`src/rtl/riscfw_pkg.sv`:
```
// Shared definitions for the fetch front end: widths, fetch FSM encoding and
// the word that stops the fetch stream.
package riscfw_pkg;

    localparam int XLEN    = 32;
    localparam int INSTR_W = 32;

    // Fetch FSM encoding
    typedef enum logic [1:0] {
        IDLE   = 2'd0,
        RUN    = 2'd1,
        HALTED = 2'd2
    } fetch_state_t;

    // All-zero word: treated as the end of the program
    localparam logic [INSTR_W-1:0] ILLEGAL_ZERO_INSTR = 32'h0;

    // Instruction addresses are word aligned; the low two bits are dropped
    localparam logic [XLEN-1:0] PC_ALIGN_MASK = 32'hFFFF_FFFC;

    // Fetch advance step in bytes
    localparam logic [XLEN-1:0] PC_STEP = 32'd4;

    // True when the fetched word is the all-zero stop word
    function automatic logic is_zero_word(input logic [INSTR_W-1:0] word);
        return (word == ILLEGAL_ZERO_INSTR);
    endfunction

endpackage

```
`src/rtl/fetch_stage_if.sv`:
```
// IF/ID handshake bundle between fetch (master) and decode (slave).
interface fetch_stage_if;
    import riscfw_pkg::*;

    logic               out_valid;
    logic               out_ready;
    logic [XLEN-1:0]    out_pc;
    logic [INSTR_W-1:0] out_instr;
    logic               out_illegal;

    modport master (
        output out_valid,
        output out_pc,
        output out_instr,
        output out_illegal,
        input  out_ready
    );

    modport slave (
        input  out_valid,
        input  out_pc,
        input  out_instr,
        input  out_illegal,
        output out_ready
    );

endinterface

```
`src/rtl/ifid_reg.sv`:
```
// IF/ID pipeline register: captures {pc, instr, illegal} on load, keeps its
// contents while neither load, flush nor drain is requested.
module ifid_reg
    import riscfw_pkg::*;
(
    input  logic               clk,
    input  logic               reset,
    input  logic               i_load,
    input  logic               i_flush,
    input  logic               i_drain,
    input  logic [XLEN-1:0]    i_pc,
    input  logic [INSTR_W-1:0] i_instr,
    input  logic               i_illegal,
    output logic               o_valid,
    output logic [XLEN-1:0]    o_pc,
    output logic [INSTR_W-1:0] o_instr,
    output logic               o_illegal
);

    logic               r_valid;
    logic [XLEN-1:0]    r_pc;
    logic [INSTR_W-1:0] r_instr;
    logic               r_illegal;

    // Valid/illegal flags: flush beats load, load beats drain
    always_ff @(posedge clk or posedge reset) begin
        if (reset) begin
            r_valid   <= 1'b0;
            r_illegal <= 1'b0;
        end else if (i_flush) begin
            r_valid   <= 1'b0;
            r_illegal <= 1'b0;
        end else if (i_load) begin
            r_valid   <= 1'b1;
            r_illegal <= i_illegal;
        end else if (i_drain) begin
            r_valid   <= 1'b0;
        end
    end

    // Payload only changes when a new instruction is captured
    always_ff @(posedge clk or posedge reset) begin
        if (reset) begin
            r_pc    <= '0;
            r_instr <= '0;
        end else if (i_load && !i_flush) begin
            r_pc    <= i_pc;
            r_instr <= i_instr;
        end
    end

    assign o_valid   = r_valid;
    assign o_pc      = r_pc;
    assign o_instr   = r_instr;
    assign o_illegal = r_illegal;

endmodule

```
`src/rtl/fetch_stage.sv`:
```
// Instruction fetch: owns the PC, drives the combinational icache, fills the
// IF/ID register and stops on an all-zero word until execute redirects it.
module fetch_stage
    import riscfw_pkg::*;
#(
    parameter logic [XLEN-1:0] RESET_PC     = 32'h0,
    parameter bit              HALT_ON_ZERO = 1'b1
) (
    input  logic               clk,
    input  logic               reset,
    output logic [XLEN-1:0]    icache_addr,
    input  logic [INSTR_W-1:0] icache_instr,
    input  logic               redirect_valid,
    input  logic [XLEN-1:0]    redirect_pc,
    fetch_stage_if.master      dec,
    output logic               halted,
    output logic [XLEN-1:0]    fetch_count
);

    fetch_state_t       r_state;
    fetch_state_t       w_state_next;
    logic [XLEN-1:0]    r_pc;
    logic [XLEN-1:0]    r_fetch_count;
    logic               r_halted;

    logic               w_out_valid;
    logic [XLEN-1:0]    w_out_pc;
    logic [INSTR_W-1:0] w_out_instr;
    logic               w_out_illegal;

    logic               w_hold;
    logic               w_advance;
    logic               w_illegal;
    logic               w_handshake;
    logic               w_drain;
    logic [XLEN-1:0]    w_redirect_target;

    assign w_hold            = w_out_valid && !dec.out_ready;
    assign w_advance         = (r_state == RUN) && !w_hold && !redirect_valid;
    assign w_illegal         = HALT_ON_ZERO && is_zero_word(icache_instr);
    assign w_handshake       = w_out_valid && dec.out_ready && !redirect_valid;
    // Decode took the word but nothing refills it (IDLE/HALTED, no redirect)
    assign w_drain           = dec.out_ready && !w_advance && !redirect_valid;
    assign w_redirect_target = redirect_pc & PC_ALIGN_MASK;

    // FSM state register
    always_ff @(posedge clk or posedge reset) begin
        if (reset) begin
            r_state <= IDLE;
        end else begin
            r_state <= w_state_next;
        end
    end

    // FSM next state: redirect wins in every state
    always_comb begin
        w_state_next = r_state;
        if (redirect_valid) begin
            w_state_next = RUN;
        end else begin
            case (r_state)
                IDLE:    w_state_next = RUN;
                RUN:     if (w_advance && w_illegal) w_state_next = HALTED;
                HALTED:  w_state_next = HALTED;
                default: w_state_next = IDLE;
            endcase
        end
    end

    // Halted flag registered alongside the state
    always_ff @(posedge clk or posedge reset) begin
        if (reset) begin
            r_halted <= 1'b0;
        end else begin
            r_halted <= (w_state_next == HALTED);
        end
    end

    // Program counter: redirect, else step past every legal fetched word
    always_ff @(posedge clk or posedge reset) begin
        if (reset) begin
            r_pc <= RESET_PC;
        end else if (redirect_valid) begin
            r_pc <= w_redirect_target;
        end else if (w_advance && !w_illegal) begin
            r_pc <= r_pc + PC_STEP;
        end
    end

    // Completed decode handshakes; discarded words are not counted
    always_ff @(posedge clk or posedge reset) begin
        if (reset) begin
            r_fetch_count <= '0;
        end else if (w_handshake) begin
            r_fetch_count <= r_fetch_count + 32'd1;
        end
    end

    ifid_reg u_ifid_reg (
        .clk       (clk),
        .reset     (reset),
        .i_load    (w_advance),
        .i_flush   (redirect_valid),
        .i_drain   (w_drain),
        .i_pc      (r_pc),
        .i_instr   (icache_instr),
        .i_illegal (w_illegal),
        .o_valid   (w_out_valid),
        .o_pc      (w_out_pc),
        .o_instr   (w_out_instr),
        .o_illegal (w_out_illegal)
    );

    assign icache_addr     = r_pc;
    assign halted          = r_halted;
    assign fetch_count     = r_fetch_count;
    assign dec.out_valid   = w_out_valid;
    assign dec.out_pc      = w_out_pc;
    assign dec.out_instr   = w_out_instr;
    assign dec.out_illegal = w_out_illegal;

endmodule

```
`src/flat_wrapper.sv`:
```
// flat-port wrapper written by rule: the top's interface ports become plain ports
module fetch_stage_flat import riscfw_pkg::*;
#(
    parameter logic [XLEN-1:0] RESET_PC     = 32'h0,
    parameter bit              HALT_ON_ZERO = 1'b1
)
  (clk, reset, icache_addr, icache_instr, redirect_valid, redirect_pc, halted, fetch_count, dec_out_valid, dec_out_pc, dec_out_instr, dec_out_illegal, dec_out_ready);
  fetch_stage_if dec_i ();
  input  logic clk;
  input  logic reset;
  output logic [XLEN-1:0] icache_addr;
  input  logic [INSTR_W-1:0] icache_instr;
  input  logic redirect_valid;
  input  logic [XLEN-1:0] redirect_pc;
  output logic halted;
  output logic [XLEN-1:0] fetch_count;
  output wire logic [$bits(dec_i.out_valid)-1:0] dec_out_valid;
  output wire logic [$bits(dec_i.out_pc)-1:0] dec_out_pc;
  output wire logic [$bits(dec_i.out_instr)-1:0] dec_out_instr;
  output wire logic [$bits(dec_i.out_illegal)-1:0] dec_out_illegal;
  input wire logic [$bits(dec_i.out_ready)-1:0] dec_out_ready;
  assign dec_out_valid = dec_i.out_valid;
  assign dec_out_pc = dec_i.out_pc;
  assign dec_out_instr = dec_i.out_instr;
  assign dec_out_illegal = dec_i.out_illegal;
  assign dec_i.out_ready = dec_out_ready;
  fetch_stage #(.RESET_PC(RESET_PC), .HALT_ON_ZERO(HALT_ON_ZERO)) u_core (.clk(clk), .reset(reset), .icache_addr(icache_addr), .icache_instr(icache_instr), .redirect_valid(redirect_valid), .redirect_pc(redirect_pc), .dec(dec_i), .halted(halted), .fetch_count(fetch_count));
endmodule
```
`config.mk`:
```
export PLATFORM = sky130hd
export DESIGN_NAME = fetch_stage_flat
export DESIGN_NICKNAME = d
export VERILOG_FILES = /design/src/rtl/riscfw_pkg.sv /design/src/rtl/fetch_stage_if.sv /design/src/rtl/ifid_reg.sv /design/src/rtl/fetch_stage.sv /design/src/flat_wrapper.sv
export SDC_FILE = /design/constraint.sdc
export NUM_CORES = 1
export LEC_CHECK = 0
export ABC_AREA = 1
export CORE_MARGIN = 1
export CORE_UTILIZATION = 40
export DETAILED_ROUTE_END_ITERATION = 8
export HOLD_SLACK_MARGIN = 0.03
export MAX_ROUTING_LAYER = met4
export PLACE_DENSITY = 0.73
export SLEW_MARGIN = 20
export SYNTH_ARGS = -nofsm -noshare
export SYNTH_HDL_FRONTEND = slang
export SYNTH_SLANG_ARGS = --single-unit
export TNS_END_PERCENT = 1
```
`constraint.sdc`:
```
create_clock -name clk -period 4.1 [get_ports clk]
set_clock_uncertainty 0.05 [all_clocks]
set_input_delay 0.82 -clock clk [delete_from_list [all_inputs] [get_ports clk]]
set_output_delay 0.82 -clock clk [all_outputs]
set_load 0.01 [all_outputs]
```
==> impl_metrics.env, run 1 <==
export IMPL_status="finished, final reports clean"
export IMPL_syn_inst=875
export IMPL_switching_power_mw=1.14
export IMPL_tightest_slew_ps=970
export IMPL_gp_congestion=0.956
export IMPL_postCtsSetupBuffers=0
export IMPL_stdcell_count=1301
export IMPL_report_final_slew_viol_count=0
export IMPL_cts_made_buffers=17
export IMPL_rsz0062_at_grt="no"
export IMPL_cts_repair_resize_count=0
export IMPL_pwr_share_comb_pct=21.8
export IMPL_pin_count=199
export IMPL_min_period_ps=2580
export IMPL_cts_tree="done"
export IMPL_grt_start_max_net_pins=87
export IMPL_setup_ws_ps=1520
export IMPL_hold_depth=1
export IMPL_power_density_mw_per_mm2=413
export IMPL_cts_hold_repair_buffers=0
export IMPL_end_kind="flip-flop"
export IMPL_setup_violations=0
export IMPL_place_hpwl_um=13600
export IMPL_finalSetupTns_ps=0
export IMPL_synth_top_cells_by_count="nand2_1, dfrtp_1, nor2_1"
export IMPL_synth_area_leader_cell="dfrtp_1"
export IMPL_grt_overflow_total=0
export IMPL_route_detailed_drc=0
export IMPL_period_share_pct=63.0
export IMPL_clk_pin_slew_ps=60
export IMPL_first_pass_iters=5
export IMPL_io_buffers=192
export IMPL_avgSynthCellArea_um2=7.85
export IMPL_cp_required_ps=4360
export IMPL_die_area_mm2=0.0177
export IMPL_clock_tree_root_cell="clkbuf_16"
export IMPL_critPathKind="primary input to flip-flop"
export IMPL_drtAntennaViolNets=0
export IMPL_yosysTopAreaCellShare_pct=47.0
export IMPL_crit_chain="clkdlybuf4s50_1, clkinv_4, nand3_4, inv_2, nand4_2, inv_2, nand2_1, nor2_2, nand2_1, nand2_1, nand2_1"
export IMPL_path_common_cell="nand2_1"
export IMPL_ys_warn_count=0
export IMPL_swShare_pct=28.7
export IMPL_nNetsFinal=1137
export IMPL_final_hold_viol_count=0
export IMPL_rows=47
export IMPL_wl_per_cell_um=14.4
export IMPL_p_clk_share_pct=38.4
export IMPL_drt_total_wl_um=18800
export IMPL_synthArstFlopShare_pct=100
export IMPL_die_x_um=133
export IMPL_drive_above_1_share_pct=9.63
export IMPL_cpMaxStageDelayCell="clkdlybuf4s50_1"
export IMPL_critPathMaxFanout=42
export IMPL_max_freq_mhz=387
export IMPL_core_area_mm2=0.0167
export IMPL_h_tree_depth=4
export IMPL_synth_most_common_cell="nand2_1"
export IMPL_synth_cell_type_count=36
export IMPL_slew_headroom_pct=35.1
export IMPL_whs_ps=435
export IMPL_antenna_found_initial=1
export IMPL_max_stage_delay_ps=470
export IMPL_pre_cts_ws_ps=1070
export IMPL_place_inst=1268
export IMPL_die_y_um=133
export IMPL_synth_edff_count=0
export IMPL_insertion_delay_ps=420
export IMPL_rr_worst_depth=10
export IMPL_syn_to_final_growth_pct=40.1
export IMPL_cap_violations=0
export IMPL_grt_pass1_wl_um=31000
export IMPL_ys_flop_type="dfrtp_1"
export IMPL_p_leak_nw=4.32
export IMPL_final_area_mm2=0.00962
export IMPL_start_kind="primary input"
export IMPL_worstPathArrival_ps=2840
export IMPL_ys_ff_latch=129
export IMPL_worstHoldPathType="flip-flop to flip-flop"
export IMPL_p_seq_share_pct=39.8
export IMPL_first_iter_violations=429
export IMPL_p_int_mw=2.83
export IMPL_syn_area_mm2=0.00687
export IMPL_ys_seq_area_share_pct=47.0
export IMPL_worst_r2r_setup_slack_ps=2020
export IMPL_synth_area_leaders="dfrtp_1, nand2_1, mux2_2"
export IMPL_clkSinkCount=129
export IMPL_drt_vias_per_instance=4.90
export IMPL_grt_usage_pct=23.1
export IMPL_ir_worst_vdd_mv=0.329
export IMPL_start_util_pct=41.1
export IMPL_first_global_vias=6055
export IMPL_clk_path_buf_depth=2
export IMPL_dpl_cell_area_mm2=0.00902
export IMPL_vias=6381
==> layer usage <==
layer | share of wire [%] | wire [µm] | global-route usage [%] | vias to the layer above
met1 | 46 | 8720 | 29.8 | 3004
met5 | 0 | 0 | - | -
met2 | 46 | 8720 | 35.2 | 196
met3 | 5.4 | 1010 | 5.10 | 21
met4 | 1.8 | 337 | 9.00 | 0
li1 | - | - | - | 3160
==> critical path, delay by kind of cell <==
family | cells | cell delay [ps]
buffers and inverters | 4 | 1090
AND/OR/NAND/NOR | 7 | 930
==> worst paths after layout <==
kind	start	end
setup / recovery	redirect_valid	u_core.fetch_count[26]
hold / removal	u_core.u_ifid_reg.o_pc[5]	u_core.u_ifid_reg.o_pc[5]
setup reg to reg	u_core.icache_addr[3]	u_core.icache_addr[14]
hold reg to reg	u_core.u_ifid_reg.o_pc[5]	u_core.u_ifid_reg.o_pc[5]
max in group asynchronous	reset	u_core.u_ifid_reg.o_instr[21]
min in group asynchronous	reset	u_core.fetch_count[5]
==> state kept, by name, summed over array words and instances (netlist names) <==
register and flops:
u_core.u_ifid_reg.o_instr 32, u_core.fetch_count 32, u_core.u_ifid_reg.o_pc 30, u_core.icache_addr 30, u_core.u_ifid_reg.o_valid 1, u_core.halted 1
u_core.u_ifid_reg.o_illegal 1, u_core.r_state 2
==> per-stage QoR <==
step	total power, mW	utilization (%)
after floorplan	1.97	-
after global placement	2.45	54.0
after global routing	4.16	57.6
final	3.97	57.6
after CTS	4.02	57.6
after detailed placement	2.47	54.0
==> cells by family after synthesis <==
kind of cell	Yosys count	share of synthesized area, %
AOI/OAI and AO/OA	52	4.85
other	1	0.0546
buffers and inverters	97	6.03
adders and majority gates	2	0.364
muxes	37	6.07
and+or+nand+nor	536	33.0
DFF	129	47.0
xor gates and xnor gates	21	2.68
==> power groups by stage <==
stage / combinational, mW / clock, mW / sequential [mW]
after global routing: 0.941 / 1.61 / 1.61
after floorplan: 0.323 / 0 / 1.65
after CTS: 0.874 / 1.56 / 1.58
final: 0.865 / 1.53 / 1.58
after global placement: 0.858 / 0 / 1.59
after detailed placement: 0.869 / 0 / 1.60
==> placed cells by master (no fill, tap or decap), types with 3 or more instances in the layout <==
cell type,n
xor2_1,16
nand4_1,4
conb_1,4
o21bai_1,3
a21oi_1,3
dfrtp_1,129
nor3_1,6
clkdlybuf4s50_1,192
nand3b_1,6
mux2_2,37
clkbuf_16,17
or2_2,9
clkinv_4,4
o21a_1,25
clkinvlp_4,5
nor2_1,99
inv_1,66
buf_12,3
nand2_1,327
nand3_1,66
nor2_4,5
nor2_2,5
inv_6,3
xnor2_1,5
o21ai_0,16
==> final cells by class <==
type,count,area [µm²]
Fill cell,1548,7080
Multi-Input combinational cell,652,3250
Sequential cell,129,3230
Timing Repair Buffer,197,2000
Clock buffer,19,443
Tap cell,220,275
Inverter,70,272
Clock inverter,13,154
Antenna cell,1,2.50
No activity file was read; power rests on OpenSTA's default activity.
==> run 2, diff against run 1 <==
--- a/config.mk
+++ b/config.mk
@@ -11,7 +11,7 @@
 export DETAILED_ROUTE_END_ITERATION = 8
 export HOLD_SLACK_MARGIN = 0.03
 export MAX_ROUTING_LAYER = met4
-export PLACE_DENSITY = 0.73
+export PLACE_DENSITY = 0.7
 export SLEW_MARGIN = 20
 export SYNTH_ARGS = -nofsm -noshare
 export SYNTH_HDL_FRONTEND = slang
==> constraint.sdc (replaced) <==
create_clock -name clk -period 2.5 [get_ports clk]
set_clock_uncertainty 0.05 [all_clocks]
set_input_delay 0.5 -clock clk [delete_from_list [all_inputs] [get_ports clk]]
set_output_delay 0.5 -clock clk [all_outputs]
set_load 0.01 [all_outputs]
==> run 2 against run 1 <==
Compared with the run above:
- critical path depth shrank 10
- combinational power grew 65%
- die area is the same
- utilization grew 0.38 points
==> impl_metrics.env, run 2 (synthesis gave the netlist of run 1 again) <==
export IMPL_status="finished, final reports clean"
export IMPL_ir_worst_vdd_mv=0.551
export IMPL_route_detailed_drc=0
export IMPL_final_area_mm2=0.00968
export IMPL_first_pass_iters=6
export IMPL_tightest_slew_ps=625
export IMPL_layout_common_cells="nand2_1, clkdlybuf4s50_1, dfrtp_1"
export IMPL_clkSinkCount=129
export IMPL_p_leak_nw=4.37
export IMPL_worstHoldPathType="flip-flop to flip-flop"
export IMPL_wl_per_cell_um=14.8
export IMPL_clock_tree_root_cell="clkbuf_16"
export IMPL_worstPathArrival_ps=1510
export IMPL_setup_ws_ps=438
export IMPL_end_kind="output port"
export IMPL_crit_chain="clkdlybuf4s50_1"
export IMPL_grt_usage_pct=23.4
export IMPL_clk_pin_slew_ps=60
export IMPL_gp_congestion=0.906
export IMPL_finalSetupTns_ps=0
export IMPL_antenna_found_initial=0
export IMPL_r2r_start="u_core.icache_addr[3]"
export IMPL_p_total_mw=6.55
export IMPL_core_area_mm2=0.0167
export IMPL_stdcell_count=1306
export IMPL_critPathKind="flip-flop to output port"
export IMPL_critPathMaxFanout=7
export IMPL_syn_to_final_growth_pct=41.0
export IMPL_place_hpwl_um=14000
export IMPL_critPathBufInv=1
export IMPL_crit_start="u_core.icache_addr[19]"
export IMPL_setup_violations=0
export IMPL_whs_ps=436
export IMPL_rows=47
export IMPL_slew_headroom_pct=58.3
export IMPL_cap_violations=0
export IMPL_drt_total_wl_um=19300
export IMPL_vias=6400
export IMPL_first_global_vias=6041
export IMPL_min_period_ps=2060
export IMPL_insertion_delay_ps=420
export IMPL_die_x_um=133
export IMPL_cp_required_ps=1950
export IMPL_drt_vias_per_instance=4.90
export IMPL_h_tree_depth=4
export IMPL_drtAntennaViolNets=0
export IMPL_max_freq_mhz=485
export IMPL_nNetsFinal=1143
export IMPL_cts_repair_resize_count=0
export IMPL_io_buffers=192
export IMPL_drive_above_1_share_pct=10.2
export IMPL_fill_cells=1573
export IMPL_grt_pass1_wl_um=31300
export IMPL_cp_top_family="buffers and inverters"
export IMPL_start_util_pct=41.1
export IMPL_cts_tree="done"
export IMPL_period_share_pct=82.5
export IMPL_cpMaxStageDelayCell="clkdlybuf4s50_1"
export IMPL_cts_made_buffers=17
export IMPL_clk_path_buf_depth=2
export IMPL_power_density_mw_per_mm2=677
export IMPL_report_final_slew_viol_count=0
export IMPL_start_kind="flip-flop"
export IMPL_grt_start_max_net_pins=111
export IMPL_pre_cts_ws_ps=170
export IMPL_max_stage_delay_ps=630
export IMPL_rsz0062_at_grt="no"
export IMPL_min_delay_start="u_core.u_ifid_reg.o_pc[6]"
export IMPL_postCtsSetupBuffers=0
export IMPL_first_iter_violations=443
export IMPL_finish_utilization_pct=58.0
export IMPL_die_y_um=133
export IMPL_final_hold_viol_count=0
export IMPL_place_inst=1274
export IMPL_cts_hold_repair_buffers=0
export IMPL_final_common_cell="nand2_1"
export IMPL_grt_overflow_total=0
export IMPL_pin_count=199
export IMPL_die_area_mm2=0.0177
export IMPL_diodes=0
export IMPL_dpl_cell_area_mm2=0.00908
==> run 2: cell type report <==
type	count	area (µm²)	share of cell area, %
inverters	70	272	2.80
clock buffers	17	425	4.39
multi-input cells	652	3240	33.5
flip-flops and latches	129	3230	33.3
well taps	220	275	2.84
repair buffers	203	2070	21.3
clock inverters	15	175	1.81
==> run 2: routing by layer <==
metal	part of all wire, %	track usage (%)
met5	0	-
met4	1.4	5.62
met3	6.3	5.79
met2	47	37.0
met1	45	30.0
==> run 2: path summary, 6_finish.rpt <==
path                                              to  slack (ps)  cells after the start
max                                  icache_addr[19]         440                      1
min                        u_core.u_ifid_reg.o_pc[6]         440                      1
max reg2reg                   u_core.icache_addr[14]         520                     10
min reg2reg                u_core.u_ifid_reg.o_pc[6]         440                      1
max in group asynchronous     u_core.icache_addr[30]        1390                      3
min in group asynchronous     u_core.fetch_count[28]         460                      3
==> run 2: power breakdown <==
| part | switching [mW] | internal [mW] | total [mW] |
|---|---|---|---|
| registers | 0.243 | 2.35 | 2.59 |
| clock network | 1.03 | 1.50 | 2.53 |
| logic | 0.639 | 0.795 | 1.43 |
| total | 1.91 | 4.64 | 6.55 |
==> run 3, diff against run 2 <==
==> constraint.sdc (replaced) <==
create_clock -name clk -period 1.9 [get_ports clk]
set_clock_uncertainty 0.05 [all_clocks]
set_input_delay 0.38 -clock clk [delete_from_list [all_inputs] [get_ports clk]]
set_output_delay 0.38 -clock clk [all_outputs]
set_load 0.01 [all_outputs]
==> run 3 against run 2 <==
Compared with the run above:
- die area is the same
- clock-buffer cell count is 5 higher
- sequential power is 31% higher
- largest power group unchanged
- highest routed layer unchanged
==> impl_metrics.env, run 3 (synthesis gave the netlist of run 1 again) <==
export IMPL_final_hold_viol_count=0
export IMPL_end_kind="output port"
export IMPL_critPathKind="flip-flop to output port"
export IMPL_cpMaxStageDelayCell="clkdlybuf4s50_1"
export IMPL_cp_top_family="buffers and inverters"
export IMPL_power_density_mw_per_mm2=836
export IMPL_core_area_mm2=0.0167
export IMPL_insertion_delay_ps=420
export IMPL_wl_per_cell_um=14.4
export IMPL_first_global_vias=6378
export IMPL_dpl_cell_area_mm2=0.00941
export IMPL_place_hpwl_um=14400
export IMPL_critPathMaxFanout=6
export IMPL_vias=6540
export IMPL_whs_ps=240
export IMPL_cap_violations=0
export IMPL_r2r_end="u_core.fetch_count[26]"
export IMPL_worstHoldPathType="primary input to asynchronous set/reset pin"
export IMPL_die_y_um=133
export IMPL_crit_chain="clkdlybuf4s50_1"
export IMPL_syn_to_final_growth_pct=45.0
export IMPL_pwr_share_comb_pct=23.8
export IMPL_grt_usage_pct=23.9
export IMPL_finalSetupTns_ps=0
export IMPL_report_final_slew_viol_count=0
export IMPL_start_util_pct=41.1
export IMPL_cp_required_ps=1470
export IMPL_finish_utilization_pct=59.6
export IMPL_setup_violations=0
export IMPL_io_buffers=192
export IMPL_die_x_um=133
export IMPL_status="finished, final reports clean"
export IMPL_final_area_mm2=0.00996
export IMPL_r2r_start="u_core.fetch_count[0]"
export IMPL_p_total_mw=8.33
export IMPL_min_period_ps=1870
export IMPL_switching_power_mw=2.40
export IMPL_pin_count=199
export IMPL_die_area_mm2=0.0177
export IMPL_cts_made_buffers=17
export IMPL_antenna_found_initial=0
export IMPL_cts_tree="done"
export IMPL_drtAntennaViolNets=0
export IMPL_final_common_cell="nand2_1"
export IMPL_diodes=0
export IMPL_first_iter_violations=347
export IMPL_grt_overflow_total=0
export IMPL_nNetsFinal=1177
export IMPL_h_tree_depth=4
export IMPL_worstPathArrival_ps=1440
export IMPL_max_stage_delay_ps=570
export IMPL_first_pass_iters=7
export IMPL_clkSinkCount=129
export IMPL_swShare_pct=28.9
export IMPL_clock_tree_root_cell="clkbuf_16"
export IMPL_grt_pass1_wl_um=32000
export IMPL_rows=47
export IMPL_cts_hold_repair_buffers=0
export IMPL_drive_above_1_share_pct=14.7
export IMPL_postCtsSetupBuffers=0
export IMPL_clk_path_buf_depth=2
export IMPL_period_share_pct=98.3
export IMPL_p_int_mw=5.92
export IMPL_drt_vias_per_instance=4.88
export IMPL_max_freq_mhz=536
export IMPL_worst_r2r_setup_slack_ps=180
export IMPL_route_detailed_drc=0
export IMPL_layout_common_cells="nand2_1, clkdlybuf4s50_1, dfrtp_1"
export IMPL_start_kind="flip-flop"
export IMPL_grt_start_max_net_pins=52
export IMPL_gp_congestion=0.924
export IMPL_p_leak_nw=4.54
export IMPL_p_clk_share_pct=35.4
export IMPL_clk_pin_slew_ps=60
export IMPL_critPathBufInv=1
export IMPL_p_seq_share_pct=40.8
export IMPL_ir_worst_vdd_mv=0.987
export IMPL_drt_total_wl_um=19300
export IMPL_rr_worst_depth=10
==> run 3: how the worst max path moves through the flow <==
stage / startpoint / end / cells past startpoint / slack (ps)
6_report: u_core.icache_addr[5] / icache_addr[5] / 1 / 30
5_1_grt: u_core.fetch_count[23] / fetch_count[23] / 1 / -5
4_1_cts: u_core.icache_addr[16] / icache_addr[16] / 1 / 3
3_5_place_dp: icache_instr[29] / u_core.icache_addr[5] / 11 / -210
3_3_place_gp: icache_instr[30] / u_core.icache_addr[14] / 11 / -160
2_1_floorplan: reset / u_core.fetch_count[0] / 1 / -130
==> run 3: power groups by stage <==
stage	clock [mW]	sequential, mW	combinational (mW)
floorplan	0	3.56	0.697
global placement	0	3.42	1.98
detailed placement	0	3.44	2.00
CTS	3.00	3.40	2.00
global route	3.12	3.45	2.14
finish	2.95	3.40	1.98
==> run 3: layout make-up <==
| cell class | instances | area, µm² |
|---|---|---|
| clock buffer | 22 | 464 |
| clock inverter | 10 | 61.3 |
| fill | 1527 | 6740 |
| inverter | 70 | 272 |
| multi-input combinational | 652 | 3250 |
| sequential | 129 | 3250 |
| tap | 220 | 275 |
| timing repair buffer | 237 | 2390 |
==> run 3: timing repair <==
| action | CTS | global route |
|---|---|---|
| endpoints found under the hold margin | 0 | 0 |
| endpoints found under the setup margin | 15 | 20 |
| gates resized for setup | 16 | 17 |
==> run 3: through the flow <==
step,instances,setup WS [ps]
6_report,1340,32.9
5_1_grt,1340,-4.63
4_1_cts,1340,3.22
3_5_place_dp,1308,-209
3_3_place_gp,1308,-158
2_1_floorplan,878,-125
==> run 3: routing by layer <==
layer / GRT usage (%) / up-vias / part of all wire [%]
met2: 37.3 / 227 / 47
met4: 7.41 / 0 / 1.6
li1: - / 3232 / -
met1: 30.8 / 3062 / 45
met5: - / - / 0
met3: 5.36 / 19 / 6.2
